[src/rtl/mux4_rr_scheduler_if.sv]
// Bus between the round-robin scheduler and its requesters.
// The scheduler side uses the slave modport; requesters/bench use master.
interface mux4_rr_scheduler_if;
    logic [3:0] req;
    logic [3:0] din;
    logic       lock;
    logic [1:0] sel;
    logic [3:0] gnt;
    logic       y;
    logic       busy;
    logic       done;

    modport master (
        output req, din, lock,
        input  sel, gnt, y, busy, done
    );

    modport slave (
        input  req, din, lock,
        output sel, gnt, y, busy, done
    );
endinterface

[src/rtl/mux4_rr_scheduler.sv]
// Round-robin scheduler sharing one 4:1 bit mux among four requesters.
// Each grant is held for DWELL_CYCLES, or longer while lock is high.
module mux4_rr_scheduler #(
    parameter int DWELL_CYCLES = 4,
    parameter int CNT_W        = 8
) (
    input logic                clk,
    input logic                rst,
    mux4_rr_scheduler_if.slave bus
);

    localparam logic [0:0]       IDLE   = 1'b0;
    localparam logic [0:0]       GRANT  = 1'b1;
    localparam logic [CNT_W-1:0] RELOAD = CNT_W'(DWELL_CYCLES - 1);
    localparam logic [CNT_W-1:0] ONE    = CNT_W'(1);

    logic [0:0]       state;
    logic [1:0]       sel;
    logic [1:0]       last;
    logic [3:0]       gnt;
    logic             busy;
    logic             done;
    logic [CNT_W-1:0] cnt;

    logic             end_grant;
    logic             found;
    logic [1:0]       ptr;
    logic [1:0]       winner;

    // Scan last+1 .. last+4 (mod 4); the previous holder comes last but stays eligible.
    function automatic logic [2:0] arbitrate(input logic [3:0] r, input logic [1:0] p);
        logic       hit;
        logic [1:0] idx;
        logic [1:0] cand;
        hit = 1'b0;
        idx = p;
        for (int i = 1; i <= 4; i++) begin
            cand = p + 2'(i);
            if (!hit && r[cand]) begin
                hit = 1'b1;
                idx = cand;
            end
        end
        return {hit, idx};
    endfunction

    // NOTE: every signal here is assigned on every pass, so no latch can be inferred.
    always_comb begin
        end_grant       = !bus.req[sel] || (cnt == '0 && !bus.lock);
        ptr             = (state == GRANT && end_grant) ? sel : last;
        {found, winner} = arbitrate(bus.req, ptr);
    end

    // NOTE: state uses non-blocking assignments so every register samples pre-edge values.
    always_ff @(posedge clk) begin
        if (rst) begin
            state <= IDLE;
            sel   <= 2'd0;
            last  <= 2'd3;
            gnt   <= 4'b0000;
            busy  <= 1'b0;
            done  <= 1'b0;
            cnt   <= '0;
        end else begin
            done <= 1'b0;
            if (state == IDLE || end_grant) begin
                // Ending a grant advances the pointer and re-arbitrates in the same edge.
                if (state == GRANT) begin
                    done <= 1'b1;
                    last <= sel;
                end
                if (found) begin
                    state <= GRANT;
                    sel   <= winner;
                    gnt   <= 4'b0001 << winner;
                    busy  <= 1'b1;
                    cnt   <= RELOAD;
                end else begin
                    state <= IDLE;
                    gnt   <= 4'b0000;
                    busy  <= 1'b0;
                end
            end else if (cnt != '0) begin
                cnt <= cnt - ONE;
            end
        end
    end

    assign bus.sel  = sel;
    assign bus.gnt  = gnt;
    assign bus.busy = busy;
    assign bus.done = done;
    assign bus.y    = busy ? bus.din[sel] : 1'b0;

endmodule
[src/flat_wrapper.sv]
// flat-port wrapper written by rule: the top's interface ports become plain ports
module mux4_rr_scheduler_flat 
#(
    parameter int DWELL_CYCLES = 4,
    parameter int CNT_W        = 8
)
  (clk, rst, bus_req, bus_din, bus_lock, bus_sel, bus_gnt, bus_y, bus_busy, bus_done);
  mux4_rr_scheduler_if bus_i ();
  input logic clk;
  input logic rst;
  input wire logic [$bits(bus_i.req)-1:0] bus_req;
  input wire logic [$bits(bus_i.din)-1:0] bus_din;
  input wire logic [$bits(bus_i.lock)-1:0] bus_lock;
  output wire logic [$bits(bus_i.sel)-1:0] bus_sel;
  output wire logic [$bits(bus_i.gnt)-1:0] bus_gnt;
  output wire logic [$bits(bus_i.y)-1:0] bus_y;
  output wire logic [$bits(bus_i.busy)-1:0] bus_busy;
  output wire logic [$bits(bus_i.done)-1:0] bus_done;
  assign bus_i.req = bus_req;
  assign bus_i.din = bus_din;
  assign bus_i.lock = bus_lock;
  assign bus_sel = bus_i.sel;
  assign bus_gnt = bus_i.gnt;
  assign bus_y = bus_i.y;
  assign bus_busy = bus_i.busy;
  assign bus_done = bus_i.done;
  mux4_rr_scheduler #(.DWELL_CYCLES(DWELL_CYCLES), .CNT_W(CNT_W)) u_core (.clk(clk), .rst(rst), .bus(bus_i));
endmodule
[config.mk]
export PLATFORM = sky130hd
export DESIGN_NAME = mux4_rr_scheduler_flat
export DESIGN_NICKNAME = d
export VERILOG_FILES = /design/src/rtl/mux4_rr_scheduler_if.sv /design/src/rtl/mux4_rr_scheduler.sv /design/src/flat_wrapper.sv
export SDC_FILE = /design/constraint.sdc
export NUM_CORES = 1
export LEC_CHECK = 0
export ABC_AREA = 0
export BUFFER_PORTS_ARGS = -buffer_cell sky130_fd_sc_hd__buf_2
export CAP_MARGIN = 20
export CORE_UTILIZATION = 55
export CTS_BUF_LIST = sky130_fd_sc_hd__clkbuf_8
export DETAILED_ROUTE_END_ITERATION = 16
export PLACE_DENSITY = 0.84
export SLEW_MARGIN = 30
export SYNTH_ARGS = -nofsm -noshare
export SYNTH_HDL_FRONTEND = slang
export SYNTH_SLANG_ARGS = --single-unit
[constraint.sdc]
create_clock -name clk -period 4.2 [get_ports clk]
set_clock_uncertainty 0.1 [all_clocks]
set_input_delay 0.42 -clock clk [delete_from_list [all_inputs] [get_ports clk]]
set_output_delay 0.42 -clock clk [all_outputs]
set_load 0.02 [all_outputs]
==> results of run 1 <==
## sequential cells by signal, summed over array words and instances (netlist names)
signal           count
u_core.bus.sel       2
u_core.last          2
u_core.state         1
u_core.bus.gnt       4
u_core.cnt           8
u_core.bus.done      1
## where the power goes
part | leakage [nW] | internal (mW) | switching (mW)
sequential | 0.148 | 0.192 | 0.0250
combinational | 0.333 | 0.0842 | 0.119
clock | 0.0288 | 0.0834 | 0.0622
## placed cells by master (no fill, tap or decap), drive strengths merged, types with 3 or more instances in the layout
cell    instances
inv             5
o211ai          3
nand3b          6
nor2           12
o31ai           4
buf            19
dfxtp          18
mux2            3
o21ai           8
nand2           5
and2            3
clkbuf          4
a21oi          10
a211oi          4
nand3           3
or3             5
## metrics by stage
step | hold WS, ns | power, mW | area [um2] | setup slack, ns | std cells
floorplan | 0.385 | 0.370 | 1090 | 1.81 | 123
global placement | 0.368 | 0.411 | 1190 | 1.68 | 161
detailed placement | 0.378 | 0.418 | 1190 | 1.60 | 161
CTS | 0.388 | 0.561 | 1250 | 1.51 | 165
global route | 0.401 | 0.592 | 1250 | 1.31 | 165
finish | 0.391 | 0.566 | 1250 | 1.46 | 165
## area by class of cell
class | instances | area [um2] | share of cell area [%]
Multi-Input combinational cell | 94 | 689 | 55.2
Tap cell | 25 | 31.3 | 2.50
Clock buffer | 4 | 55.1 | 4.40
Sequential cell | 18 | 360 | 28.8
Inverter | 5 | 18.8 | 1.50
Timing Repair Buffer | 19 | 95.1 | 7.61
## worst min-delay path by stage
stage,cells after the start,start,to,slack [ns]
after global placement,2,u_core.bus.gnt[3],u_core.bus.gnt[3],0.37
after global routing,2,u_core.bus.gnt[0],u_core.bus.gnt[0],0.40
after CTS,4,bus_lock,u_core.bus.done,0.39
after detailed placement,2,u_core.bus.gnt[0],u_core.bus.gnt[0],0.38
final,2,u_core.bus.gnt[0],u_core.bus.gnt[0],0.39
after floorplan,2,u_core.cnt[7],u_core.cnt[7],0.38
## layer usage
| metal | share of wire [%] | wire, um | vias to the layer above | GRT usage (%) |
|---|---|---|---|---|
| li1 | - | - | 500 | - |
| met1 | 45 | 1160 | 482 | 35.6 |
| met2 | 48 | 1230 | 36 | 42.5 |
| met3 | 4.7 | 119 | 5 | 3.92 |
| met4 | 1.6 | 42 | 0 | 9.41 |
| met5 | 0 | 0 | - | 0 |
## logic make-up (layout without fill, tap and decap cells)
group | count (synthesis) | after routing
AND/OR/NAND/NOR | 49 | 49
multiplexers | 7 | 7
AO/OA/AOI/OAI | 36 | 36
buffers and inverters | 11 | 28
adder cells (fa/ha/maj) | 2 | 2
flip-flops | 18 | 18
## cells in the mapped netlist, types with 2 or more instances
cell type,instances,area share [%]
clkbuf_1,3,1.0
and2_1,3,1.7
o31ai_1,4,2.7
mux2i_1,2,1.8
mux4_2,2,4.1
o211ai_2,2,2.3
ha_1,2,2.3
or3_1,5,2.9
buf_1,2,0.69
a211oi_1,3,2.1
and3_1,2,1.1
mux2_1,2,2.1
nand3b_1,6,4.1
nand3_1,3,1.4
dfxtp_1,18,33
o21ai_1,7,3.2
inv_1,5,1.7
nor3_1,2,0.92
nand2_1,5,1.7
a21oi_1,10,4.6
nor2_1,12,4.1
nand4b_1,2,1.6
## worst max-delay path, delay by kind of cell (launching register included)
family	cells	cell delay [ns]
and+or+nand+nor	2	0.82
AOI/OAI and AO/OA	3	0.72
muxes	1	0.35
DFF	1	0.32
adders and majority gates	1	0.20
buffers and inverters	1	0.14
==> impl_metrics.tcl, run 1 <==
set metrics [dict create \
    coreArea_mm2 0.00180 \
    final_hold_viol_count 0 \
    synth-edff-count 0 \
    tightest_slew_ns 0.565 \
    grt_usage_pct 26.5 \
    insertion_delay_ns 0.26 \
    vias 1023 \
    gp_congestion 0.850 \
    area_growth_syn_to_layout_pct 14.4 \
    rsz0062_at_grt "false" \
    synth_nets 136 \
    die-area_mm2 0.00217 \
    synth_top_family_by_area "simple AND/OR/NAND/NOR gates" \
    h-tree-depth 1 \
    async_reset_ff_share_pct 0 \
    ys_ff_latch 18 \
    reg2reg_from "u_core.cnt[0]" \
    postLayoutCoreUtil_pct 69.4 \
    grt_first_pass_wirelength_mm 4.10 \
    nets 154 \
    fp.dieW_um 46.6 \
    yosysUniqueCellTypes 43 \
    arrival_ns 2.81 \
    fp-row-count 15 \
    ant_nets 0 \
    path_class "reg2reg" \
    fillers 143 \
    initial_utilization_pct 60.6 \
    setup_tns_ns 0 \
    wire_per_inst_um 15.5 \
    status "complete, no violations" \
    relSlewSlack_pct 61.8 \
    drc 0 \
    setup_violations 0 \
    viasPerCell 6.20 \
    max-cap-violations 0 \
    cts_tree "yes" \
    ys_seq_area_share_pct 33.0 \
    r2r_setup_slack_ns 1.46 \
    slew_violations 0 \
    cp_max_fo 6 \
    synth-compound-area-share_pct 24.3 \
    antenna_found_initial 0 \
    startpoint "u_core.cnt[0]" \
    synth_fa_ha_area_share_pct 2.29 \
    ir_worst_vdd_uv 296 \
    max_freq_mhz 365 \
    startpoint_type "flop" \
    cts_buffers 3 \
    diodes 0 \
    synth-xor-area-share_pct 0 \
    hp-class "reg2reg" \
    syn_area_mm2 0.00109 \
    worstPathCellList "inv_1 > ha_1 > nor4b_1 > a21oi_1 > o211ai_4 > mux2_4 > or3_1 > o31ai_1" \
    clk_pin_slew_ns 0.07 \
    grt_max_degree 20 \
    finalCritPeriodShare_pct 65.3 \
    cts-hold-fix-buffers 0 \
    grt-ovfl-total 0 \
    p_per_area_mw_per_mm2 452 \
    cts.path.max_buffers 2 \
    drive_gt1_share_pct 23.6 \
    cts_resized 0 \
    drt_iter0_drc 47 \
    die_h_um 46.6 \
    slowest_stage "nor4b_1" \
    end_kind "flop" \
    r2r_cells 8 \
    drt-total-wl_mm 2.55 \
    ys.flop_type "dfxtp_1" \
    rr_endpoint "u_core.bus.gnt[0]" \
    cp.required_ns 4.27 \
    clock_sinks 18 \
    root_buffer "clkbuf_8" \
    cp-endpoint "u_core.bus.gnt[0]" \
    min_period_ns 2.74 \
    yosysWarnings 0 \
    grt_pass1_vias 904 \
    syn_area_per_cell_um2 8.88 \
    crit_path_max_incr_delay_ns 0.48 \
    hpwl_mm 1.82 \
    io_pins 20 \
    postSynthCellCount 123 \
    yosys.area_share.simple_pct 27.1 \
    synth_mux_area_share_pct 9.39 \
    detail_route.first_pass.iterations 4 \
    leakage_nw 0.510 \
    io_buffer_count 19 \
    post_cts_buffers 0 \
]
(Power assumes the default switching activity.)
==> run 2, diff against run 1 <==
clock period = 2.73 ns   (was 4.2 ns; I/O delays follow)
==> run 2 against run 1 <==
Effect of this change:
- core utilization is 1.2 points higher
- sequential power is 51% higher
- clock-buffer cell count is 1 lower
- register-to-register slack worse by 1.3 ns
==> impl_metrics.tcl, run 2 (synthesis results as in run 1) <==
set metrics [dict create \
    nets 157 \
    clkPwrFrac_pct 21.9 \
    p_int_mw 0.538 \
    top_register "u_core.cnt" \
    end_kind "flop" \
    crit_path_max_incr_delay_ns 0.49 \
    setup_ws_ns 0.147 \
    setup_tns_ns 0 \
    final_hold_viol_count 0 \
    hold-worst-slack_ns 0.268 \
    drive_gt1_share_pct 26.8 \
    power_frac_seq_pct 38.4 \
    mostFrequentLayoutCell "buf_2" \
    largestRegisters "u_core.cnt: 8 flops, u_core.bus.gnt: 4 flops" \
    arrival_ns 2.64 \
    final_cell_count_no_fill 167 \
    worstPathCellList "inv_1 > ha_2 > or4b_4 > o211ai_2 > a41oi_1 > mux2_4 > or3_1 > o31ai_1" \
    grt_max_degree 20 \
    cp_num_buf_inv 1 \
    wire_per_inst_um 16.5 \
    tightest_slew_ns 0.604 \
    dp_slack_ns 0.154 \
    met2_usage_pct 46.4 \
    status "complete, no violations" \
    rsz0062_at_grt "false" \
    grt-ovfl-total 0 \
    p_sw_share_pct 37.1 \
    grt-busiest-layer "met2" \
    insertion_delay_ns 0.25 \
    finalPower_mw 0.856 \
    drt-total-wl_mm 2.75 \
    setup_violations 0 \
    finalCritPeriodShare_pct 94.6 \
    vias 1107 \
    p_per_area_mw_per_mm2 673 \
    slowest_stage "or4b_4" \
    drt_iter0_drc 48 \
    path_class "reg2reg" \
    leakage_nw 0.518 \
    relSlewSlack_pct 59.4 \
    power_switching_mw 0.317 \
    initial_utilization_pct 60.6 \
    final_cell_mix "19 x buf_2, 18 x dfxtp_1, 12 x nor2_1, 10 x a21oi_1, 7 x o21ai_1" \
    coreArea_mm2 0.00180 \
    grt_pass1_vias 961 \
    io_buffer_count 19 \
    antenna_found_initial 0 \
    met1_usage_pct 32.4 \
    cp.required_ns 2.79 \
    clock_sinks 18 \
    seq_area_um2 360 \
    slew_violations 0 \
    grt_first_pass_wirelength_mm 4.12 \
    fillers 132 \
    detail_route.first_pass.iterations 6 \
    ir_worst_vdd_uv 524 \
    grt_usage_pct 26.6 \
    clk_pin_slew_ns 0.07 \
    max-cap-violations 0 \
    multi_input_area_um2 702 \
    viasPerCell 6.63 \
    p_comb_share_pct 39.7 \
    area_growth_syn_to_layout_pct 16.4 \
    diodes 0 \
    fp.dieW_um 46.6 \
    root_buffer "clkbuf_8" \
    critical-path-top-delay-family "simple AND/OR/NAND/NOR gates" \
    met3_usage_pct 3.92 \
    max_freq_mhz 387 \
    cts_buffers 3 \
    largest_reg_flops 8 \
    io_pins 20 \
    fp-row-count 15 \
    dp.cells 163 \
    drc 0 \
    cp_max_fo 4 \
    cts.path.max_buffers 2 \
    die_h_um 46.6 \
    ant_nets 0 \
    startpoint_type "flop" \
    die-area_mm2 0.00217 \
    hp-class "in2reg" \
    h-tree-depth 1 \
    min_period_ns 2.58 \
    hpwl_mm 1.94 \
    cts_tree "yes" \
    gp_congestion 0.875 \
]
[run 2: changes by cell type in the layout (fill, tap and decap cells not counted), sizes merged]
| cell | previous run | this run |
|---|---|---|
| clkbuf | 4 | 3 |
| buf | 19 | 22 |
[run 2: repair_timing]
action | 4_1_cts | 5_1_grt
setup endpoints to repair | 0 | 3
setup buffers | 0 | 1
hold buffers | 0 | 0
resized for setup | 0 | 3
[run 2: worst min-delay path: cells and delay by family]
kind | cells | cell delay [ns]
simple gates | 2 | 0.13
buf+inv | 1 | 0.11
compound gates | 1 | 0.06
[run 2: metrics by stage]
step | area, um2 | utilization [%]
after CTS | 1250 | 69.4
after detailed placement | 1210 | 67.2
final | 1270 | 70.6
after global placement | 1210 | 67.2
after global routing | 1270 | 70.6
after floorplan | 1090 | -
[run 2: path summary, 6_finish.rpt]
check	startpoint	endpoint	slack, ns	cells past startpoint
setup / recovery	u_core.cnt[0]	u_core.bus.gnt[1]	0.15	8
hold / removal	bus_lock	u_core.bus.done	0.27	4
setup reg to reg	u_core.cnt[0]	u_core.bus.gnt[1]	0.15	8
hold reg to reg	u_core.bus.gnt[2]	u_core.bus.gnt[2]	0.40	2
[run 2: power by group through the flow]
stage               Combinational [mW]  Clock, mW  Sequential, mW
finish                           0.340      0.188           0.328
global route                     0.366      0.194           0.332
CTS                              0.326      0.184           0.327
detailed placement               0.321          0           0.332
global placement                 0.311          0           0.330
floorplan                        0.224          0           0.345
[run 2: metal layers]
metal,share of wire (%),wire length (um)
met1,40,1090
met2,50,1370
met3,7.6,208
met4,2.8,77
met5,0,0
[run 2: layout make-up]
| cell class | count | area share [%] |
|---|---|---|
| multi-input combinational | 94 | 55.2 |
| sequential | 18 | 28.3 |
| timing repair buffer | 22 | 9.25 |
| clock buffer | 3 | 3.25 |
| tap | 25 | 2.46 |
| inverter | 5 | 1.48 |
==> run 3, diff against run 2 <==
CORE_MARGIN = 2   (was unset)
==> run 3 against run 2 <==
Effect of this change:
- flip-flop and latch count unchanged
- setup slack got worse by 0.0044 ns
- core utilization decreased by 5.0 points
- highest routed layer unchanged
- clock-buffer cell count unchanged
- wire length decreased by 5.2%
- critical path depth unchanged
- largest cell class unchanged
- via count decreased by 6.5%
- hold slack got worse by 0.023 ns
- non-clock buffer count decreased by 1
- die area increased by 8.8%
- first-iteration DRC count decreased by 50%
- sequential share of layout area increased by 0.25 points
==> impl_metrics.tcl, run 3 (synthesis results as in run 1) <==
set metrics [dict create \
    status "complete, no violations" \
    cts.path.max_buffers 2 \
    vias 1035 \
    clock_sinks 18 \
    crit_path_max_incr_delay_ns 0.53 \
    worstPathCellList "inv_1 > ha_1 > or4b_1 > o211ai_2 > o211ai_4 > mux2_1 > o221a_2 > o31ai_1" \
    clk_pin_slew_ns 0.07 \
    tightest_slew_ns 0.587 \
    min_period_ns 2.59 \
    relSlewSlack_pct 60.5 \
    max_freq_mhz 387 \
    post_dp_cell_area_mm2 0.00121 \
    p_int_mw 0.531 \
    grt_pass1_vias 997 \
    drive_gt1_share_pct 24.8 \
    area_growth_syn_to_layout_pct 15.3 \
    fp-row-count 16 \
    nets 156 \
    design_area_mm2 0.00126 \
    largestRegisters "u_core.cnt: 8 flops, u_core.bus.gnt: 4 flops" \
    power_frac_seq_pct 38.9 \
    diodes 0 \
    clkPwrFrac_pct 22.2 \
    max-cap-violations 0 \
    drt_iter0_drc 24 \
    viasPerCell 6.16 \
    dp_slack_ns 0.155 \
    setup_tns_ns 0 \
    root_buffer "clkbuf_8" \
    wire_per_inst_um 15.5 \
    coreArea_mm2 0.00192 \
    rsz0062_at_grt "false" \
    largest_reg_flops 8 \
    insertion_delay_ns 0.25 \
    p_comb_share_pct 39.0 \
    cp_max_fo 6 \
    power_switching_mw 0.310 \
    mostFrequentLayoutCell "buf_2" \
    cp.required_ns 2.80 \
    grt_max_degree 20 \
    slew_violations 0 \
    setup_ws_ns 0.143 \
    hpwl_mm 1.90 \
    startpoint_type "flop" \
    detail_route.first_pass.iterations 4 \
    die-area_mm2 0.00236 \
    cts_buffers 3 \
    grt-ovfl-total 0 \
    grt_first_pass_wirelength_mm 4.26 \
    io_pins 20 \
    io_buffer_count 19 \
    drc 0 \
    cts_tree "yes" \
    ant_nets 0 \
    p_per_area_mw_per_mm2 668 \
    setup_violations 0 \
    die_h_um 48.6 \
    cts-hold-fix-buffers 0 \
    final_hold_viol_count 0 \
    antenna_found_initial 0 \
    final_cell_mix "19 x buf_2, 18 x dfxtp_1, 12 x nor2_1, 10 x a21oi_1, 7 x o21ai_1" \
    p_sw_share_pct 36.9 \
    top_register "u_core.cnt" \
    fillers 168 \
    path_class "reg2reg" \
    gp_congestion 0.817 \
    fp.dieW_um 48.6 \
    ir_worst_vdd_uv 465 \
    end_kind "flop" \
    initial_utilization_pct 56.8 \
    finalCritPeriodShare_pct 94.8 \
    finalPower_mw 0.841 \
    slowest_stage "or4b_1" \
    leakage_nw 0.514 \
    grt_usage_pct 22.8 \
    h-tree-depth 1 \
    drt-total-wl_mm 2.61 \
    arrival_ns 2.66 \
    hp-class "in2reg" \
]
[run 3: cell count changes in the layout (fill, tap and decap cells not counted)]
cell / change
buf_4: -1
ha_1: +1
ha_2: -1
or4b_1: +1
or4b_4: -1
[run 3: worst paths after layout]
kind,from,to,slack (ns),cells past startpoint
setup / recovery,u_core.cnt[0],u_core.bus.gnt[1],0.14,8
setup reg to reg,u_core.cnt[0],u_core.bus.gnt[1],0.14,8
hold reg to reg,u_core.bus.gnt[0],u_core.bus.gnt[0],0.39,2
hold / removal,bus_lock,u_core.bus.done,0.25,4
[run 3: timing repair]
| action | CTS | global route |
|---|---|---|
| gates resized for setup | 0 | 1 |
| setup buffers | 0 | 0 |
| setup endpoints to repair | 0 | 5 |
[run 3: critical path: cells and delay by family, from the launching register on]
kind | cells | cell delay [ns]
compound gates | 4 | 0.90
simple gates | 1 | 0.53
flops | 1 | 0.31
mux | 1 | 0.36
fa+ha+maj | 1 | 0.20
buf+inv | 1 | 0.11
[run 3: cell type report]
class                   count  area, um2  area share [%]
clock buffers               3       41.3            3.28
inverters                   5       18.8            1.49
multi-input cells          94        696            55.2
flip-flops and latches     18        360            28.6
well taps                  27       33.8            2.68
repair buffers             21        110            8.74
[run 3: through the flow]
stage,cells,utilization [%],hold WS (ns)
after floorplan,123,-,0.358
after global placement,165,63.1,0.369
after detailed placement,165,63.1,0.380
after CTS,168,65.2,0.243
after global routing,168,65.6,0.277
final,168,65.6,0.245
[run 3: per-layer routing]
layer	vias to the layer above	global-route usage, %	share of wire, %	wire, um
li1	503	-	-	-
met1	498	28.6	44	1140
met2	29	39.4	51	1320
met3	5	3.40	4.1	106
met4	0	9.05	1.7	44
met5	-	0	0	0
[run 3: power by group through the flow]
stage	registers, mW	clock network [mW]	logic (mW)
3_3_place_gp	0.330	0	0.310
4_1_cts	0.326	0.190	0.324
3_5_place_dp	0.332	0	0.321
6_report	0.327	0.186	0.328
2_1_floorplan	0.345	0	0.224
5_1_grt	0.331	0.196	0.354
